### src/rtl/tdm_demux16_pkg.sv
// Shared definitions for the 16-slot TDM demultiplexer: state encodings and slot geometry.
package tdm_demux16_pkg;

   localparam int NUM_SLOTS = 16;
   localparam int SLOT_W    = 4;

   typedef enum logic [1:0] {
      HUNT   = 2'd0,
      RECV   = 2'd1,
      PARITY = 2'd2
   } state_t;

endpackage

### src/rtl/tdm_demux16_demux_1to4.sv
// 1-to-4 decoder with enable; building block of the shadow write-enable tree.
module demux_1to4 (
   input  logic       i_en,
   input  logic [1:0] i_sel,
   output logic [3:0] o_y
);

   always_comb begin
      o_y = 4'b0000;
      if (i_en) o_y[i_sel] = 1'b1;
   end

endmodule

### src/rtl/tdm_demux16.sv
// Serial 16-slot TDM frame demultiplexer with frame_sync lock tracking.
// Optional trailing even-parity beat per frame when TDM_DEMUX_PARITY_EN is defined.
//
// state  | meaning
// HUNT   | unlocked; waiting for a valid beat carrying frame_sync
// RECV   | locked; collecting slots 0..15 into the shadow register
// PARITY | locked; next valid beat is the frame's even-parity bit
module tdm_demux16
   import tdm_demux16_pkg::*;
#(
   parameter int SYNC_LOSS_LIMIT = 3
) (
   input  logic                 clk,
   input  logic                 rst_n,
   input  logic                 din,
   input  logic                 din_valid,
   input  logic                 frame_sync,
   output logic [NUM_SLOTS-1:0] dout,
   output logic                 dout_valid,
   output logic [SLOT_W-1:0]    slot,
   output logic                 locked,
   output logic                 sync_err,
   output logic                 parity_err
);

   localparam logic [3:0] MISS_LIM = SYNC_LOSS_LIMIT[3:0];

   state_t               r_state, w_state_nxt;
   logic [SLOT_W-1:0]    r_slot, w_slot_nxt, w_wr_idx;
   logic [3:0]           r_miss, w_miss_nxt, w_miss_inc;
   logic [NUM_SLOTS-1:0] r_shadow, w_shadow_nxt, w_we;
   logic [NUM_SLOTS-1:0] r_dout;
   logic                 r_dout_valid, r_sync_err;
   logic                 w_wr_en, w_pub, w_sync_err;
   logic [3:0]           w_l1_en;
`ifdef TDM_DEMUX_PARITY_EN
   logic                 r_par_err, w_par_err;
`endif

   // Two-level decoder tree: slot[3:2] picks the group, slot[1:0] the bit within it.
   demux_1to4 u_dmx_l1 (
      .i_en  (w_wr_en),
      .i_sel (w_wr_idx[3:2]),
      .o_y   (w_l1_en)
   );

   for (genvar g = 0; g < 4; g++) begin : g_l2
      demux_1to4 u_dmx_l2 (
         .i_en  (w_l1_en[g]),
         .i_sel (w_wr_idx[1:0]),
         .o_y   (w_we[4*g +: 4])
      );
   end

   // Publishing from the post-write shadow lets slot 15 land in dout on the same edge.
   assign w_shadow_nxt = (r_shadow & ~w_we) | (w_we & {NUM_SLOTS{din}});
   assign w_miss_inc   = r_miss + 4'd1;

   always_comb begin
      w_state_nxt = r_state;
      w_slot_nxt  = r_slot;
      w_miss_nxt  = r_miss;
      w_wr_en     = 1'b0;
      w_wr_idx    = r_slot;
      w_pub       = 1'b0;
      w_sync_err  = 1'b0;
`ifdef TDM_DEMUX_PARITY_EN
      w_par_err   = 1'b0;
`endif
      if (din_valid) begin
         case (r_state)
            HUNT: begin
               if (frame_sync) begin
                  w_wr_en     = 1'b1;
                  w_wr_idx    = '0;
                  w_slot_nxt  = 4'd1;
                  w_miss_nxt  = 4'd0;
                  w_state_nxt = RECV;
               end
            end
            RECV: begin
               if (frame_sync && r_slot != '0) begin
                  w_sync_err  = 1'b1;
                  w_wr_en     = 1'b1;
                  w_wr_idx    = '0;
                  w_slot_nxt  = 4'd1;
                  w_miss_nxt  = 4'd0;
               end else if (r_slot == '0 && !frame_sync && w_miss_inc == MISS_LIM) begin
                  w_state_nxt = HUNT;
                  w_slot_nxt  = '0;
                  w_miss_nxt  = 4'd0;
               end else begin
                  w_wr_en    = 1'b1;
                  w_slot_nxt = r_slot + 4'd1;
                  if (r_slot == '0) w_miss_nxt = frame_sync ? 4'd0 : w_miss_inc;
                  if (r_slot == 4'd15) begin
`ifdef TDM_DEMUX_PARITY_EN
                     w_state_nxt = PARITY;
`else
                     w_pub = 1'b1;
`endif
                  end
               end
            end
`ifdef TDM_DEMUX_PARITY_EN
            PARITY: begin
               w_state_nxt = RECV;
               if (frame_sync) begin
                  w_sync_err = 1'b1;
                  w_wr_en    = 1'b1;
                  w_wr_idx   = '0;
                  w_slot_nxt = 4'd1;
                  w_miss_nxt = 4'd0;
               end else begin
                  w_slot_nxt = '0;
                  if (din == ^r_shadow) w_pub     = 1'b1;
                  else                  w_par_err = 1'b1;
               end
            end
`endif
            default: begin
               w_state_nxt = HUNT;
               w_slot_nxt  = '0;
               w_miss_nxt  = 4'd0;
            end
         endcase
      end
   end

   always_ff @(posedge clk or negedge rst_n) begin
      if (!rst_n) begin
         r_state      <= HUNT;
         r_slot       <= '0;
         r_miss       <= 4'd0;
         r_shadow     <= '0;
         r_dout       <= '0;
         r_dout_valid <= 1'b0;
         r_sync_err   <= 1'b0;
      end else begin
         r_state      <= w_state_nxt;
         r_slot       <= w_slot_nxt;
         r_miss       <= w_miss_nxt;
         r_shadow     <= w_shadow_nxt;
         r_dout_valid <= w_pub;
         r_sync_err   <= w_sync_err;
         if (w_pub) r_dout <= w_shadow_nxt;
      end
   end

`ifdef TDM_DEMUX_PARITY_EN
   always_ff @(posedge clk or negedge rst_n) begin
      if (!rst_n) r_par_err <= 1'b0;
      else        r_par_err <= w_par_err;
   end
   assign parity_err = r_par_err;
`else
   assign parity_err = 1'b0;
`endif

   assign dout       = r_dout;
   assign dout_valid = r_dout_valid;
   assign slot       = r_slot;
   assign locked     = (r_state != HUNT);
   assign sync_err   = r_sync_err;

endmodule

### config.mk
export PLATFORM = sky130hd
export DESIGN_NAME = tdm_demux16
export DESIGN_NICKNAME = d
export VERILOG_FILES = /design/src/rtl/tdm_demux16_pkg.sv /design/src/rtl/tdm_demux16_demux_1to4.sv /design/src/rtl/tdm_demux16.sv
export SDC_FILE = /design/constraint.sdc
export NUM_CORES = 1
export LEC_CHECK = 0
export CAP_MARGIN = 20
export CORE_MARGIN = 4
export CORE_UTILIZATION = 45
export DETAILED_ROUTE_END_ITERATION = 10
export GPL_TIMING_DRIVEN = 0
export PLACE_DENSITY = 0.7
export SYNTH_ARGS = -nofsm -noshare
export SYNTH_HDL_FRONTEND = slang
export SYNTH_HIERARCHICAL = 1
export SYNTH_SLANG_ARGS = --single-unit
### constraint.sdc
create_clock -name clk -period 2.65 [get_ports clk]
set_input_delay 0.3975 -clock clk [delete_from_list [all_inputs] [get_ports clk]]
set_output_delay 0.3975 -clock clk [all_outputs]
set_load 0.1 [all_outputs]
# --- Word level (Yosys, flattened, before mapping) ---
# Index checks and enable logic that the tools add are counted.
op_classes:
  n_bitwise: 4
  n_reduce_logical: 13
  n_eq_ne: 7
  add_sub_neg: 2
  n_lt_le_gt_ge: 4
  muxes: 40
  n_shift: 0
  div_mod_pow: 0
  mul: 0
op_table:
  columns: ["op", "count"]
  rows:
  - ["$mux 4", 16]
  - ["$and 16x16->16", 2]
  - ["$pmux 4 s2", 3]
  - ["$not 16->16", 1]
  - ["$or 16x16->16", 1]
  - ["$mux 1", 14]
  - ["$add 4x1->4 const B", 2]
  - ["$lt 2x3->1 const B", 2]
  - ["$mux 2", 3]
  - ["$ne 2x2->1 const B", 3]
  - ["$logic_and 1x1->1", 5]
  - ["$demux 1 s2", 2]
  - ["$eq 4x2->1 const B", 1]
  - ["$eq 4x4->1 const B", 1]
  - ["$ge 2x1->1 const B", 2]
  - ["$logic_not 4->1", 1]
  - ["$ne 4x4->1 const B", 1]
  - ["$pmux 2 s2", 1]
  - ["$reduce_and 4->1", 1]
  - ["$reduce_bool 4->1", 1]
  - ["$reduce_and 3->1", 1]
  - ["$eq 2x1->1 const B", 1]
  - ["$logic_not 2->1", 1]
  - ["$pmux 1 s2", 1]
  - ["3 further kinds", 3]
word_totals:
  elab_cells: 77
  latch_bits: 0
  input_bits: 5
  regBits: 44
  ramBits: 0
  romBits: 0
  n_memories: 0

# --- Logic depth before layout (Yosys ltp) ---
# Gate-level depths: netlist (run 1).
depth:
  ltp_word: 14
  ltp_mapped: 10

# --- Modules after synthesis ---
# Netlist (run 1), hierarchy kept.
by_module_without_submodules:
  columns: ["mod", "cells_each", "area_each_um2", "instances", "seq_area_each_um2"]
  rows:
  - ["tdm_demux16", 153, 1934.4, 1, 1076.0]
  - ["demux_1to4", 4, 37.5, 5, 0.0]

# --- Worst setup path after synthesis (run 1) ---
# No wires, ideal clock.
synth_path:
  kind: "reg-to-reg"
  startpoint: "register r_slot[0], in the netlist slot[0]"
  endpoint: "register r_dout[0], in the netlist dout[0]"
  path_slack_ns: -0.419
  path_stages_with_launch: 11
  required_ns: 2.525
  arrival_time_ns: 2.944
  path_buffers: 0
  setup_ns: 0.125
  period_less_slack_ns: 3.069
  cell_sequence: "dfrtp_1 > inv_1 > ha_1 > nor3b_1 > nand3b_1 > inv_1 > a21oi_1 > nor3b_2 > nor3b_2 > mux2_2 > mux2_2"
synth_between:
  word_cells_on_any_way: 35
synth_rtl:
  columns: ["item", "line_no", "rtl"]
  rows:
  - ["start, declared", "tdm_demux16.sv:29", "logic [SLOT_W-1:0] r_slot, w_slot_nxt, w_wr_idx;"]
  - ["start signal, assigned", "tdm_demux16.sv:141", "r_slot <= w_slot_nxt;"]
  - ["$logic_not 4->1", "tdm_demux16.sv:88", "end else if (r_slot == '0 && !frame_sync && w_miss_inc == MISS_LIM) begin"]
  - ["$logic_and 1x1->1 (2 in a row)", "tdm_demux16.sv:88", null]
  - ["$mux 1", "tdm_demux16.sv:88", null]
  - ["$mux 1 *", "tdm_demux16.sv:82", "if (frame_sync && r_slot != '0) begin"]
  - ["$pmux 1 s2 *", "tdm_demux16.sv:71", "case (r_state)"]
  - ["$mux 1 *", "tdm_demux16.sv:70", "if (din_valid) begin"]
  - ["net w_wr_en", "tdm_demux16.sv:34", "logic w_wr_en, w_pub, w_sync_err;"]
  - ["$mux 4 *", "tdm_demux16_demux_1to4.sv:10", "if (i_en) o_y[i_sel] = 1'b1;"]
  - ["net w_l1_en[0]", "tdm_demux16.sv:35", "logic [3:0] w_l1_en;"]
  - ["$mux 4 *", "tdm_demux16_demux_1to4.sv:10", null]
  - ["net w_we[0]", "tdm_demux16.sv:31", "logic [NUM_SLOTS-1:0] r_shadow, w_shadow_nxt, w_we;"]
  - ["$not 16->16", "tdm_demux16.sv:56", "assign w_shadow_nxt = (r_shadow & ~w_we) | (w_we & {NUM_SLOTS{din}});"]
  - ["$and 16x16->16", "tdm_demux16.sv:56", null]
  - ["$or 16x16->16 *", "tdm_demux16.sv:56", null]
  - ["net w_shadow_nxt[0]", "tdm_demux16.sv:31", null]
  - ["end signal, assigned", "tdm_demux16.sv:146", "if (w_pub) r_dout <= w_shadow_nxt;"]
  - ["end, declared", "tdm_demux16.sv:32", "logic [NUM_SLOTS-1:0] r_dout;"]
# The timed path passes the listed nets; every way through them passes the cells marked *.
# A chain may end at the register's enable or synchronous reset.

# --- Worst setup path after layout (run 1) ---
layout_path:
  startpoint: "input port din_valid"
  endpoint: "register r_dout[10], in the netlist dout[10]"
layout_between:
  word_cells_on_any_way: 19
layout_rtl:
  columns: ["item", "line_no", "rtl"]
  rows:
  - ["start, declared", "tdm_demux16.sv:16", "input logic din_valid,"]
  - ["$mux 4 *", "tdm_demux16.sv:70", null]
  - ["net w_wr_idx[0]", "tdm_demux16.sv:29", null]
  - ["$lt 2x3->1 (implied by the code) / $ge 2x1->1 (equally long branches)", "tdm_demux16_demux_1to4.sv:10", null]
  - ["$logic_and 1x1->1 (implied by the code)", "tdm_demux16_demux_1to4.sv:10", null]
  - ["$mux 1 (implied by the code)", "tdm_demux16_demux_1to4.sv:10", null]
  - ["$demux 1 s2 *", null, null]
  - ["$mux 4 *", "tdm_demux16_demux_1to4.sv:10", null]
  - ["net w_we[10]", "tdm_demux16.sv:31", null]
  - ["$not 16->16", "tdm_demux16.sv:56", null]
  - ["$and 16x16->16", "tdm_demux16.sv:56", null]
  - ["$or 16x16->16 *", "tdm_demux16.sv:56", null]
  - ["net w_shadow_nxt[10]", "tdm_demux16.sv:31", null]
# Marks and branches as above.

==> results of run 1 <==
## cell usage in the layout, fill, tap and decap left out, types with 2 or more instances in the layout
master           count
dfrtp_1             37
mux2_2              33
clkdlybuf4s50_1     25
nand2_1             11
and3b_1             10
inv_1                6
o21ai_0              5
a21oi_1              5
clkbuf_8             5
and3_2               5
a31oi_1              4
nor3b_2              4
dfrtp_2              4
clkbuf_1             3
nor2_1               3
a21oi_2              3
and2_1               2
nor2_4               2
nor3b_4              2
nor3b_1              2
nand3_1              2
a32oi_1              2
nor2b_1              2
o22ai_1              2
and3_1               2
ha_1                 2
ha_2                 2
buf_4                2
dfrtp_4              2
## logic make-up after synthesis
kind of cell / synth area share [%]
AO/OA/AOI/OAI: 7.78
adder cells (fa/ha/maj): 2.36
buffers and inverters: 2.65
flip-flops: 50.7
multiplexers: 17.5
other: 0.177
AND/OR/NAND/NOR: 18.8
## power groups by stage
| stage | Combinational, mW | Sequential, mW | Clock, mW |
|---|---|---|---|
| final | 0.743 | 0.872 | 0.396 |
| after global routing | 0.799 | 0.890 | 0.442 |
| after CTS | 0.735 | 0.867 | 0.412 |
| after detailed placement | 0.715 | 0.878 | 0 |
| after global placement | 0.695 | 0.869 | 0 |
| after floorplan | 0.352 | 1.06 | 0 |
## per-stage QoR
step                cell area (um2)  instances  setup TNS (ns)  setup slack, ns
detailed placement             2500        253           -7.36           -0.446
CTS                            2600        260         -0.0170          -0.0170
floorplan                      2140        173               0           0.0247
finish                         2630        261               0            0.112
global placement               2470        252           -6.49           -0.370
global route                   2630        261         -0.0526          -0.0250
## state kept, by name (all words and copies together) (netlist names)
| name | flops |
|---|---|
| dout | 16 |
| r_shadow | 16 |
| r_miss | 4 |
| slot | 4 |
| dout_valid | 1 |
| r_state | 1 |
| sync_err | 1 |
## worst max-delay path, delay by kind of cell
kind	cells	cell delay, ns
and+or+nand+nor	4	0.88
buffers and inverters	2	0.82
muxes	2	0.62
## cell type report
| cell class | count | share of cell area [%] |
|---|---|---|
| Inverter | 7 | 0.998 |
| Clock inverter | 2 | 0.475 |
| Buffer | 4 | 0.998 |
| Timing Repair Buffer | 29 | 11.5 |
| Tap cell | 52 | 2.47 |
| Clock buffer | 6 | 2.76 |
| Multi-Input combinational cell | 118 | 39.4 |
| Sequential cell | 43 | 41.3 |
## how the worst max path moves through the flow
| stage | from | end | cells after the start |
|---|---|---|---|
| 2_1_floorplan | slot[0] | dout[0] | 10 |
| 3_3_place_gp | frame_sync | dout[0] | 9 |
| 3_5_place_dp | frame_sync | dout[0] | 9 |
| 4_1_cts | r_miss[0] | dout[0] | 9 |
| 5_1_grt | slot[1] | dout[15] | 10 |
| 6_report | din_valid | dout[10] | 8 |
## per-layer routing
| layer | GRT usage, % | share of wire (%) | up-vias |
|---|---|---|---|
| li1 | - | - | 694 |
| met1 | 18.2 | 45 | 692 |
| met2 | 23.6 | 49 | 35 |
| met3 | 3.75 | 4.1 | 7 |
| met4 | 6.52 | 1.9 | 0 |
| met5 | 0 | 0 | - |
## repair_timing
item,in CTS,in global routing
hold buffers,0,0
pin swaps,0,2
gates resized for setup,6,8
setup buffers,0,1
endpoints found under the setup margin,16,16
==> results.toml, run 1 <==
[status]
status = "finished clean"

[floorplan]
die_w_um = 76.7
ios = 29
core-area_mm2 = 0.00444
die_y_um = 76.7
die_area_mm2 = 0.00588
row_count = 24
start_util_pct = 47.7

[finish]
multi_input_area_mm2 = 0.00104
drive_gt1_share_pct = 36.8
regArea_mm2 = 0.00109
fillers = 353
insertedDiodeCount = 0
syn2layout_area_growth_pct = 24.1
final_nets = 217
fin_util_pct = 59.2

[critical_path]
arrival_ns = 2.71
reg2reg_to = "dout[15]"
cpMostUsedCell = "mux2_2"
r2r_cells = 10
cp_cell_sequence = "clkdlybuf4s50_1 > clkbuf_1 > nand2_1 > nor2_1 > nor2_4 > and3b_1 > mux2_2 > mux2_2"
start_kind = "input port"
critPathRequiredTime_ns = 2.82
reg2reg_slack_ns = 0.11
slowest_delay_ns = 0.50
cp_max_fo = 16
critical_path.endpoint_type = "register"
critical_path_class = "in2reg"
slowest_stage = "clkdlybuf4s50_1"
r2r-start = "slot[1]"

[worst_hold_path]
hp-class = "in2async"

[clock_network]
clock-root-buffer = "clkbuf_8"
cts_num_sinks = 43
h-tree-depth = 2
max-clock-path-buffers = 2
cts_inserted_buffers = 5
cts_tree = "done"
clk_pin_slew_ns = 0.08
clk_latency_ns = 0.29

[sta]
clock.fmax_ghz = 0.394
tightest_slew_ns = 0.981
min_period_over_period_pct = 95.8
setup_viol = 0
hold_viol = 0
drv_slew = 0
skew_ns = 0.00297
hold_slack_ns = 0.0560
min_period_ns = 2.54
relSlewSlack_pct = 34.4

[routing]
post-route-drc-count = 0
drtPass1Iterations = 4
route.vias.total = 1428
antenna_left = 0
drt_wl_total_um = 3950
vias_per_cell = 5.47
dr.first_iter.drc_count = 103
drt-wirelength-per-cell_um = 15.1

[synth]
syn_nets = 182
ys_types = 35
ys_warn_count = 6
synth-async-reset-ratio_pct = 100
synth_most_common_cell = "dfrtp_1"
synth_top_area_share_pct = 50.7
syn_inst = 173
synth-edff-count = 0
synth_seq_cells = 43
syn_area_per_cell_um2 = 12.3
yosysTopAreaCell = "dfrtp_1"
synth_area_mm2 = 0.00212
ys_top_cells_by_count = "dfrtp_1 (43), mux2_2 (33), nand2_1 (11)"
ys.flop_type = "dfrtp_1"
yosysSeqAreaShare_pct = 50.7
netlist_top_cells_area = "dfrtp_1 (51%), mux2_2 (18%), and3b_1 (4.1%)"

[placed_design]
place.gp.congestion = 0.805
port_buffers = 27
dp_hpwl_um = 2960

[grt]
grt_first_pass_wirelength_um = 6930
globalRouteTotalUtil_pct = 14.5
grt_antenna_before_repair = 0
overflow = 0
grt_pass1_vias = 1524
grt_max_degree = 25

[power_and_ir_drop]
p_total_mw = 2.01
power_switching_uw = 764
clkPwrFrac_pct = 19.7
internal-power_mw = 1.25
ir_worst_vdd_mv = 0.395
swShare_pct = 38.0
p_leak_nw = 1.21
combPwrFrac_pct = 37.0
p_seq_share_pct = 43.4
power_density_mw_per_mm2 = 764

[flow_run]
max-cap-violations = 0
Power figures use the tool's default switching activity.
==> run 2: changes to the inputs <==
--- a/config.mk
+++ b/config.mk
@@ -10,7 +10,7 @@
 export CORE_UTILIZATION = 45
 export DETAILED_ROUTE_END_ITERATION = 10
 export GPL_TIMING_DRIVEN = 0
-export PLACE_DENSITY = 0.7
+export PLACE_DENSITY = 0.68
 export SYNTH_ARGS = -nofsm -noshare
 export SYNTH_HDL_FRONTEND = slang
 export SYNTH_HIERARCHICAL = 1
==> constraint.sdc (replaced) <==
create_clock -name clk -period 2.98 [get_ports clk]
set_input_delay 0.447 -clock clk [delete_from_list [all_inputs] [get_ports clk]]
set_output_delay 0.447 -clock clk [all_outputs]
set_load 0.1 [all_outputs]
==> run 2 against run 1 <==
Compared with the run above:
- first-iteration DRC count is 44% lower
- sequential share of layout area is 0.27 points higher
- sequential power is 13% lower
- wire length grew 3.7%
- via count grew 2.3%
- cell count is the same
- die area stayed put
==> results.toml, run 2 (same netlist as run 1, synthesis figures left out) <==
[critical_path]
critical_path.endpoint_type = "register"
critical_path_class = "reg2reg"
arrival_ns = 2.96
start_kind = "register"
cp_max_fo = 6
critPathRequiredTime_ns = 3.16

[sta]
hold_viol = 0
setup_viol = 0
clock.fmax_ghz = 0.360
skew_ns = 0.00569
drv_slew = 0
tightest_slew_ns = 0.974
relSlewSlack_pct = 34.8
min_period_ns = 2.78
min_period_over_period_pct = 93.2
rsz0062_at_grt = "no"

[routing]
drtPass1Iterations = 4
vias_per_cell = 5.60
drt_wl_total_um = 4090
post-route-drc-count = 0
dr.first_iter.drc_count = 58
route.vias.total = 1461
drt-wirelength-per-cell_um = 15.7
antenna_left = 0

[finish]
finalNonFillerCells = 261
syn2layout_area_growth_pct = 22.1
fillers = 386
insertedDiodeCount = 0
regArea_mm2 = 0.00108
drive_gt1_share_pct = 32.5
final_nets = 217
fin_area_mm2 = 0.00259
final_cell_mix = "dfrtp_1 (41), mux2_2 (33), clkdlybuf4s50_1 (26), nand2_1 (11), and3b_1 (10)"
multi_input_area_um2 = 998
final_common_cell = "dfrtp_1"

[clock_network]
cts_num_sinks = 43
clock-root-buffer = "clkbuf_8"
clk_pin_slew_ns = 0.09
cts_inserted_buffers = 5
clk_latency_ns = 0.29
h-tree-depth = 2
cts_tree = "done"
hold_buffers = 0
max-clock-path-buffers = 2

[power_and_ir_drop]
power_density_mw_per_mm2 = 694
p_leak_nw = 1.21
ir_worst_vdd_mv = 0.432

[placed_design]
place.gp.congestion = 0.846
port_buffers = 27
dp_cells = 253
dp_hpwl_um = 2950
placed_cell_area_mm2 = 0.00248

[grt]
globalRouteTotalUtil_pct = 14.6
grt_max_degree = 24
grt_first_pass_wirelength_um = 7040
overflow = 0
grt_antenna_before_repair = 0
grt_pass1_vias = 1482

[floorplan]
die_y_um = 76.7
core-area_mm2 = 0.00444
row_count = 24
start_util_pct = 47.7
die_area_mm2 = 0.00588
ios = 29
die_w_um = 76.7

[flow_run]
max-cap-violations = 0

[worst_hold_path]
hp-class = "in2async"

[status]
status = "finished clean"
[run 2: what timing repair did]
action / in CTS / in global routing
setup endpoints to repair: 0 / 13
resized for setup: 0 / 5
endpoints found under the hold margin: 0 / 0
buffers inserted: 0 / 0
[run 2: worst max-delay path, stage by stage (launching register included)]
cell and delay, ns:
dfrtp_1 0.46, ha_1 0.28, and2_1 0.16, a21oi_1 0.17, o21ai_0 0.25, a21oi_2 0.26
nor3b_2 0.25, nor3b_2 0.21, mux2_2 0.36, mux2_2 0.26
[run 2: worst paths after layout]
kind                             start     endpoint  slack (ns)  cells past startpoint
max in group asynchronous        rst_n      slot[1]        2.37                      2
hold reg to reg            r_shadow[1]  r_shadow[1]        0.50                      1
setup / recovery             r_miss[0]      dout[0]        0.20                      9
min in group clk           r_shadow[1]  r_shadow[1]        0.50                      1
hold / removal                   rst_n    r_miss[1]        0.12                      1
setup reg to reg             r_miss[0]      dout[0]        0.20                      9
[run 2: power breakdown]
group          internal (mW)  switching (mW)  leakage (nW)
combinational          0.226           0.413         0.597
sequential             0.694          0.0691         0.571
clock                  0.189           0.207        0.0474
total                   1.11           0.689          1.21
[run 2: final cells by class]
cell class / count / share of cell area (%)
Clock buffer: 6 / 3.19
Multi-Input combinational cell: 118 / 38.5
Timing Repair Buffer: 28 / 11.3
Clock inverter: 2 / 0.628
Buffer: 5 / 1.21
Inverter: 7 / 1.01
Tap cell: 52 / 2.51
Sequential cell: 43 / 41.6
[run 2: metrics by stage]
| stage | power (mW) | utilization [%] | setup TNS (ns) | hold slack [ns] | worst slack (ns) |
|---|---|---|---|---|---|
| finish | 1.80 | 58.3 | 0 | 0.115 | 0.203 |
| detailed placement | 1.41 | 55.9 | -2.77 | 0.454 | -0.229 |
| CTS | 1.81 | 58.1 | 0 | 0.133 | 0.0741 |
| global placement | 1.38 | 55.3 | -2.27 | 0.476 | -0.213 |
| floorplan | 1.25 | - | 0 | 0.151 | 0.0880 |
| global route | 1.90 | 58.3 | 0 | 0.137 | 0.0525 |
[run 2: per-layer routing]
metal / GRT usage (%) / wire length [um] / vias to the layer above
met3: 4.10 / 222 / 4
li1: - / - / 686
met1: 18.8 / 1810 / 726
met2: 23.7 / 2010 / 45
met5: 0 / 0 / -
met4: 5.07 / 54 / 0
